===== src/rtl/mac_job_scheduler_if.sv =====
// Port bundle between the requesters / MAC accelerator and mac_job_scheduler.
// Handshake: requester i raises req[i] with its req_len slice stable and holds
// both until it sees the one-cycle gnt[i] pulse, then drops req[i]. The job ends
// with a one-cycle done[i] pulse; err and result are valid in that same cycle
// and result holds until the next done.
interface mac_job_scheduler_if #(
  parameter int ID_W   = 2,
  parameter int LEN_W  = 8,
  parameter int DATA_W = 16
);
  localparam int NREQ = 1 << ID_W;

  logic [NREQ-1:0]       req;
  logic [NREQ*LEN_W-1:0] req_len;
  logic [NREQ-1:0]       gnt;
  logic [NREQ-1:0]       done;
  logic                  err;
  logic [DATA_W-1:0]     result;
  logic                  busy;
  logic                  acc_clr;
  logic                  acc_go;
  logic [LEN_W-1:0]      acc_n;
  logic [ID_W-1:0]       acc_sel;
  logic                  acc_eoc;
  logic [DATA_W-1:0]     acc_sum;

  // master: requesters plus accelerator; slave: the scheduler itself
  modport master (
    output req, req_len, acc_eoc, acc_sum,
    input  gnt, done, err, result, busy, acc_clr, acc_go, acc_n, acc_sel
  );
  modport slave (
    input  req, req_len, acc_eoc, acc_sum,
    output gnt, done, err, result, busy, acc_clr, acc_go, acc_n, acc_sel
  );
endinterface


===== src/rtl/mac_job_scheduler.sv =====
// Round-robin scheduler sharing one pipelined dot-product MAC accelerator among
// NREQ requesters: grant, clear, start, wait for eoc (or timeout), return sum.
// Every output is registered; the output comb computes next values from the
// next state so that each pulse lines up with the state it belongs to.
module mac_job_scheduler #(
  parameter int ID_W    = 2,
  parameter int LEN_W   = 8,
  parameter int DATA_W  = 16,
  parameter int TMO_W   = 10,
  parameter int TIMEOUT = 600
) (
  input  logic               clk,
  input  logic               rst,
  mac_job_scheduler_if.slave bus,
  output logic [2:0]         dbg_state
);
  localparam int NREQ = 1 << ID_W;
  localparam logic [NREQ-1:0]  ONE      = NREQ'(1);
  localparam logic [TMO_W-1:0] TMO_LAST = TMO_W'(TIMEOUT - 1);

  typedef enum logic [2:0] {
    S_IDLE = 3'd0,
    S_CLR  = 3'd1,
    S_GO   = 3'd2,
    S_RUN  = 3'd3,
    S_DONE = 3'd4
  } state_t;

  state_t            state;
  state_t            next_state;
  logic [ID_W-1:0]   rr_ptr;
  logic [ID_W-1:0]   pick_id;
  logic [ID_W-1:0]   cand;
  logic              pick_found;
  logic [TMO_W-1:0]  tmo_cnt;
  logic              tmo_hit;

  logic [NREQ-1:0]   gnt_d;
  logic [NREQ-1:0]   done_d;
  logic              err_d;
  logic [DATA_W-1:0] result_d;
  logic              busy_d;
  logic              clr_d;
  logic              go_d;
  logic [LEN_W-1:0]  n_d;
  logic [ID_W-1:0]   sel_d;

  // tmo_cnt is 0 in the first RUN cycle, so TIMEOUT-1 marks the last RUN cycle
  assign tmo_hit   = (tmo_cnt == TMO_LAST);
  assign dbg_state = state;

  // Round-robin search: first pending request at or above rr_ptr, wrapping.
  always_comb begin
    pick_found = 1'b0;
    pick_id    = rr_ptr;
    cand       = rr_ptr;
    for (int i = 0; i < NREQ; i++) begin
      cand = rr_ptr + ID_W'(i);
      if (!pick_found && bus.req[cand]) begin
        pick_found = 1'b1;
        pick_id    = cand;
      end
    end
  end

  // State register.
  always_ff @(posedge clk or posedge rst) begin
    if (rst) state <= S_IDLE;
    else     state <= next_state;
  end

  // Next-state logic; eoc is only honoured in RUN, where it beats the timeout.
  always_comb begin
    next_state = state;
    case (state)
      S_IDLE:  if (pick_found) next_state = S_CLR;
      S_CLR:   next_state = (bus.acc_n == '0) ? S_DONE : S_GO;
      S_GO:    next_state = S_RUN;
      S_RUN:   if (bus.acc_eoc || tmo_hit) next_state = S_DONE;
      S_DONE:  next_state = S_IDLE;
      default: next_state = S_IDLE;
    endcase
  end

  // Output next values, derived from the state being entered.
  always_comb begin
    gnt_d    = '0;
    done_d   = '0;
    clr_d    = 1'b0;
    go_d     = 1'b0;
    busy_d   = (next_state != S_IDLE);
    sel_d    = bus.acc_sel;
    n_d      = bus.acc_n;
    err_d    = bus.err;
    result_d = bus.result;
    if (state == S_IDLE && pick_found) begin
      sel_d = pick_id;
      n_d   = bus.req_len[pick_id*LEN_W +: LEN_W];
    end
    case (next_state)
      S_CLR: begin
        gnt_d = ONE << pick_id;
        clr_d = 1'b1;
      end
      S_GO:    go_d   = 1'b1;
      S_DONE:  done_d = ONE << bus.acc_sel;
      default: ;
    endcase
    if (state == S_RUN && bus.acc_eoc) begin
      result_d = bus.acc_sum;
      err_d    = 1'b0;
    end else if (state == S_RUN && tmo_hit) begin
      result_d = '0;
      err_d    = 1'b1;
    end else if (state == S_CLR && bus.acc_n == '0) begin
      result_d = '0;
      err_d    = 1'b0;
    end
  end

  // Registered outputs.
  always_ff @(posedge clk or posedge rst) begin
    if (rst) begin
      bus.gnt     <= '0;
      bus.done    <= '0;
      bus.err     <= 1'b0;
      bus.result  <= '0;
      bus.busy    <= 1'b0;
      bus.acc_clr <= 1'b0;
      bus.acc_go  <= 1'b0;
      bus.acc_n   <= '0;
      bus.acc_sel <= '0;
    end else begin
      bus.gnt     <= gnt_d;
      bus.done    <= done_d;
      bus.err     <= err_d;
      bus.result  <= result_d;
      bus.busy    <= busy_d;
      bus.acc_clr <= clr_d;
      bus.acc_go  <= go_d;
      bus.acc_n   <= n_d;
      bus.acc_sel <= sel_d;
    end
  end

  // Timeout counter (cleared in GO, counts in RUN) and round-robin pointer.
  always_ff @(posedge clk or posedge rst) begin
    if (rst) begin
      tmo_cnt <= '0;
      rr_ptr  <= '0;
    end else begin
      if (state == S_GO)       tmo_cnt <= '0;
      else if (state == S_RUN) tmo_cnt <= tmo_cnt + 1'b1;
      if (state == S_DONE)     rr_ptr  <= bus.acc_sel + 1'b1;
    end
  end
endmodule


===== src/flat_wrapper.sv =====
// flat-port wrapper written by rule: the top's interface ports become plain ports
module mac_job_scheduler_flat 
#(
  parameter int ID_W    = 2,
  parameter int LEN_W   = 8,
  parameter int DATA_W  = 16,
  parameter int TMO_W   = 10,
  parameter int TIMEOUT = 600
)
  (clk, rst, dbg_state, bus_req, bus_req_len, bus_acc_eoc, bus_acc_sum, bus_gnt, bus_done, bus_err, bus_result, bus_busy, bus_acc_clr, bus_acc_go, bus_acc_n, bus_acc_sel);
  mac_job_scheduler_if #(.ID_W(ID_W), .LEN_W(LEN_W), .DATA_W(DATA_W)) bus_i ();
  input  logic clk;
  input  logic rst;
  output logic [2:0] dbg_state;
  input wire logic [$bits(bus_i.req)-1:0] bus_req;
  input wire logic [$bits(bus_i.req_len)-1:0] bus_req_len;
  input wire logic [$bits(bus_i.acc_eoc)-1:0] bus_acc_eoc;
  input wire logic [$bits(bus_i.acc_sum)-1:0] bus_acc_sum;
  output wire logic [$bits(bus_i.gnt)-1:0] bus_gnt;
  output wire logic [$bits(bus_i.done)-1:0] bus_done;
  output wire logic [$bits(bus_i.err)-1:0] bus_err;
  output wire logic [$bits(bus_i.result)-1:0] bus_result;
  output wire logic [$bits(bus_i.busy)-1:0] bus_busy;
  output wire logic [$bits(bus_i.acc_clr)-1:0] bus_acc_clr;
  output wire logic [$bits(bus_i.acc_go)-1:0] bus_acc_go;
  output wire logic [$bits(bus_i.acc_n)-1:0] bus_acc_n;
  output wire logic [$bits(bus_i.acc_sel)-1:0] bus_acc_sel;
  assign bus_i.req = bus_req;
  assign bus_i.req_len = bus_req_len;
  assign bus_i.acc_eoc = bus_acc_eoc;
  assign bus_i.acc_sum = bus_acc_sum;
  assign bus_gnt = bus_i.gnt;
  assign bus_done = bus_i.done;
  assign bus_err = bus_i.err;
  assign bus_result = bus_i.result;
  assign bus_busy = bus_i.busy;
  assign bus_acc_clr = bus_i.acc_clr;
  assign bus_acc_go = bus_i.acc_go;
  assign bus_acc_n = bus_i.acc_n;
  assign bus_acc_sel = bus_i.acc_sel;
  mac_job_scheduler #(.ID_W(ID_W), .LEN_W(LEN_W), .DATA_W(DATA_W), .TMO_W(TMO_W), .TIMEOUT(TIMEOUT)) u_core (.clk(clk), .rst(rst), .bus(bus_i), .dbg_state(dbg_state));
endmodule

===== config.mk =====
export PLATFORM = sky130hd
export DESIGN_NAME = mac_job_scheduler_flat
export DESIGN_NICKNAME = d
export VERILOG_FILES = /design/src/rtl/mac_job_scheduler_if.sv /design/src/rtl/mac_job_scheduler.sv /design/src/flat_wrapper.sv
export SDC_FILE = /design/constraint.sdc
export NUM_CORES = 1
export LEC_CHECK = 0
export ABC_AREA = 1
export CAP_MARGIN = 20
export CELL_PAD_IN_SITES_DETAIL_PLACEMENT = 1
export CELL_PAD_IN_SITES_GLOBAL_PLACEMENT = 2
export CORE_AREA = 2 2 94 96
export CTS_CLUSTER_DIAMETER = 200
export DETAILED_ROUTE_END_ITERATION = 16
export DIE_AREA = 0 0 96 98
export DONT_BUFFER_PORTS = 1
export PLACE_DENSITY_LB_ADDON = 0.2
export SLEW_MARGIN = 10
export SYNTH_ARGS = -nofsm -noshare
export SYNTH_HDL_FRONTEND = slang
export SYNTH_SLANG_ARGS = --single-unit

===== constraint.sdc =====
create_clock -name clk -period 5.3 [get_ports clk]
set_clock_uncertainty 0.15 [all_clocks]
set_input_delay 0.265 -clock clk [delete_from_list [all_inputs] [get_ports clk]]
set_output_delay 0.265 -clock clk [all_outputs]
set_load 0.05 [all_outputs]

==> impl_metrics.py <==
metrics = {
    "place": {
        "dpl.hpwl_um": 5710,
        "dpl_cell_area_um2": 3080,
        "globalplace.congestion": 0.781,
        "dp.cells": 494,
        "io_buffers": 0,
    },
    "clocking": {
        "clock_sinks": 53,
        "clkTransAtPathRegs_ns": 0.10,
        "cts_tree": "built",
        "cts-root-buf": "clkbuf_8",
        "cts_buffers": 5,
        "post_cts_buffers": 0,
        "h-tree-depth": 2,
        "cts_hold_buf": 18,
        "cts_resized": 0,
        "cts_buffer_depth": 2,
        "insertion_delay_ns": 0.31,
    },
    "synth": {
        "muxShareOfSynthArea": 0,
        "ys_warn_count": 0,
        "synth_compound_area_frac": 0.0354,
        "synthXorXnorAreaFrac": 0.00288,
        "ys_seq_area_frac": 0.436,
        "syn_area_um2": 3040,
        "synth.avg_cell_area_um2": 7.63,
        "synthSimpleGateAreaFrac": 0.420,
        "netlist_instances": 399,
        "synth_nets": 459,
        "synth_top_family_by_area": "simple AND/OR/NAND/NOR gates",
        "synth_seq_cells": 53,
        "synthAdderAreaFrac": 0.0206,
        "synth_cell_types": 29,
    },
    "floorplanning": {
        "dieArea_um2": 9410,
        "io_pins": 96,
        "rows": 34,
        "die_h_um": 98,
        "fp.coreArea_um2": 8470,
        "die_w_um": 96,
        "start_util": 0.359,
    },
    "sta": {
        "period_needed_ns": 2.81,
        "fin_setup_tns_ns": 0,
        "period_share": 0.530,
        "setup_viol_count_final": 0,
        "worstMarginPinSlew_ns": 0.918,
        "max_freq_ghz": 0.356,
        "rsz0062_at_grt": "no",
        "relSlewSlack": 0.385,
        "finalMaxSlewViolations": 0,
        "finalHoldViolCount": 0,
    },
    "drt": {
        "drt-initial-drc-count": 23,
        "dr_wl_met3_um": 540,
        "wirelength_um": 7840,
        "met2_length_um": 3700,
        "antenna_left": 0,
        "drtPass1Iterations": 4,
        "vias": 2551,
        "vias_per_cell": 4.91,
        "routedWlPerCell_um": 15.1,
        "wl_met1_um": 3510,
        "top_layer": "met4",
        "drcViolationCount": 0,
    },
    "final_layout": {
        "nets": 471,
        "mostFrequentLayoutCells": "nand2_1 (146), dfrtp_1 (53), nand3_1 (44)",
        "final_core_util": 0.396,
        "syn_to_final_growth_pct": 10.0,
        "final_common_cell": "nand2_1",
        "stdcell_count": 520,
        "drive_above_1_share": 0.141,
        "n_antenna_cell": 0,
        "design_area_um2": 3350,
    },
    "setup_path": {
        "worst_setup_path_end_kind": "register",
        "arrival_ns": 2.89,
        "slowest_delay_ns": 0.73,
        "crit_type": "reg2reg",
        "crit_family": "compound AO/OA/AOI/OAI gates",
        "worstSetupStartpoint": "u_core.rr_ptr[0]",
        "crit_fanout": 17,
        "regToRegStartpoint": "u_core.rr_ptr[0]",
        "slowest_stage": "a31oi_1",
        "crit_buf_inv": 3,
        "cp_cell_sequence": "inv_2 -> nand2_2 -> nand2_4 -> nand2_1 -> nand2_4 -> inv_1 -> a31oi_1 -> inv_2 -> nor3_1",
        "crit_required_ns": 5.38,
        "critPathLaunchType": "register",
    },
    "grt": {
        "grt_pass1_vias": 2647,
        "grt_first_pass_wirelength_um": 12700,
        "grt_max_degree": 54,
        "antenna_found_initial": 0,
        "overflow": 0,
        "grt_usage": 0.169,
    },
    "power_and_ir_drop": {
        "ir_worst_vdd_mv": 0.201,
        "power_uw": 2410,
        "power_leakage_uw": 0.00170,
        "p_per_area_nw_per_um2": 720,
    },
    "status": {
        "status": "finished, final reports clean",
    },
    "job": {
        "max_cap_viol_count": 0,
    },
    "min_path": {
        "min_path_type": "in2reg",
        "worstHoldStart": "bus_acc_eoc",
    },
}
-- logic make-up after synthesis --
group,Yosys count
adders and majority gates,5
xor gates and xnor gates,1
AOI/OAI and AO/OA,20
buffers and inverters,53
DFF,53
and+or+nand+nor,267
-- where the power goes --
group	switching [µW]	internal (µW)	leakage, µW
clock network	136	94.5	0.0000456
registers	588	540	0.000687
logic	731	322	0.000970
total	1450	956	0.00170
-- worst paths after layout --
kind	endpoint	slack, ns	cells after the start
min reg2reg	u_core.tmo_cnt[8]	0.37	1
max in group asynchronous	u_core.tmo_cnt[6]	4.12	3
min in group asynchronous	u_core.bus.acc_n[3]	0.44	3
max reg2reg	u_core.bus.gnt[2]	2.49	9
max	u_core.bus.gnt[2]	2.49	9
min	u_core.dbg_state[0]	0.07	3
-- state kept, by name, indices dropped and copies added (netlist names) --
register	cells
u_core.bus.result	16
u_core.tmo_cnt	10
u_core.bus.acc_n	8
u_core.bus.done	4
u_core.bus.gnt	4
u_core.dbg_state	3
u_core.bus.acc_sel	2
u_core.rr_ptr	2
u_core.bus.acc_clr	1
u_core.bus.acc_go	1
u_core.bus.busy	1
u_core.bus.err	1
-- metal layers --
layer	GRT usage	vias to the layer above
li1	-	1280
met1	0.218	1196
met2	0.277	68
met3	0.0448	7
met4	0.0462	0
met5	0	-
-- per-stage QoR --
step	setup WS, ns	hold slack [ns]
6_report	2.49	0.0668
3_3_place_gp	2.58	0.227
5_1_grt	2.13	0.124
4_1_cts	2.40	0.0743
2_1_floorplan	3.23	0.261
3_5_place_dp	2.39	0.233
-- area by class of cell --
class                   count  area, µm²
flip-flops and latches     53       1330
inverters                  38        148
clock buffers               6       72.6
fillers                  1051       5120
multi-input cells         293       1460
well taps                 108        135
clock inverters             2       13.8
repair buffers             20        195
-- cell usage after synthesis (all sizes together) --
cell type,n,area [µm²]
nor4,3,18.8
nor3,13,65.1
nand4,5,61.3
nand2,180,796
xor2,1,8.76
o21ai,9,45.0
a31oi,1,6.26
o32ai,1,8.76
o21a,1,7.51
ha,5,62.6
buf,9,85.1
clkbuf,6,26.3
a21oi,8,40.0
inv,38,148
nand3,48,260
dfrtp,53,1330
nor2,18,77.6
-- worst register-to-register path: cells and delay by family (launching register included) --
| family | cells | cell delay [ns] |
|---|---|---|
| compound gates | 1 | 0.73 |
| simple gates | 5 | 0.65 |
| buf+inv | 3 | 0.60 |
| flops | 1 | 0.58 |
(Power assumes the default switching activity.)
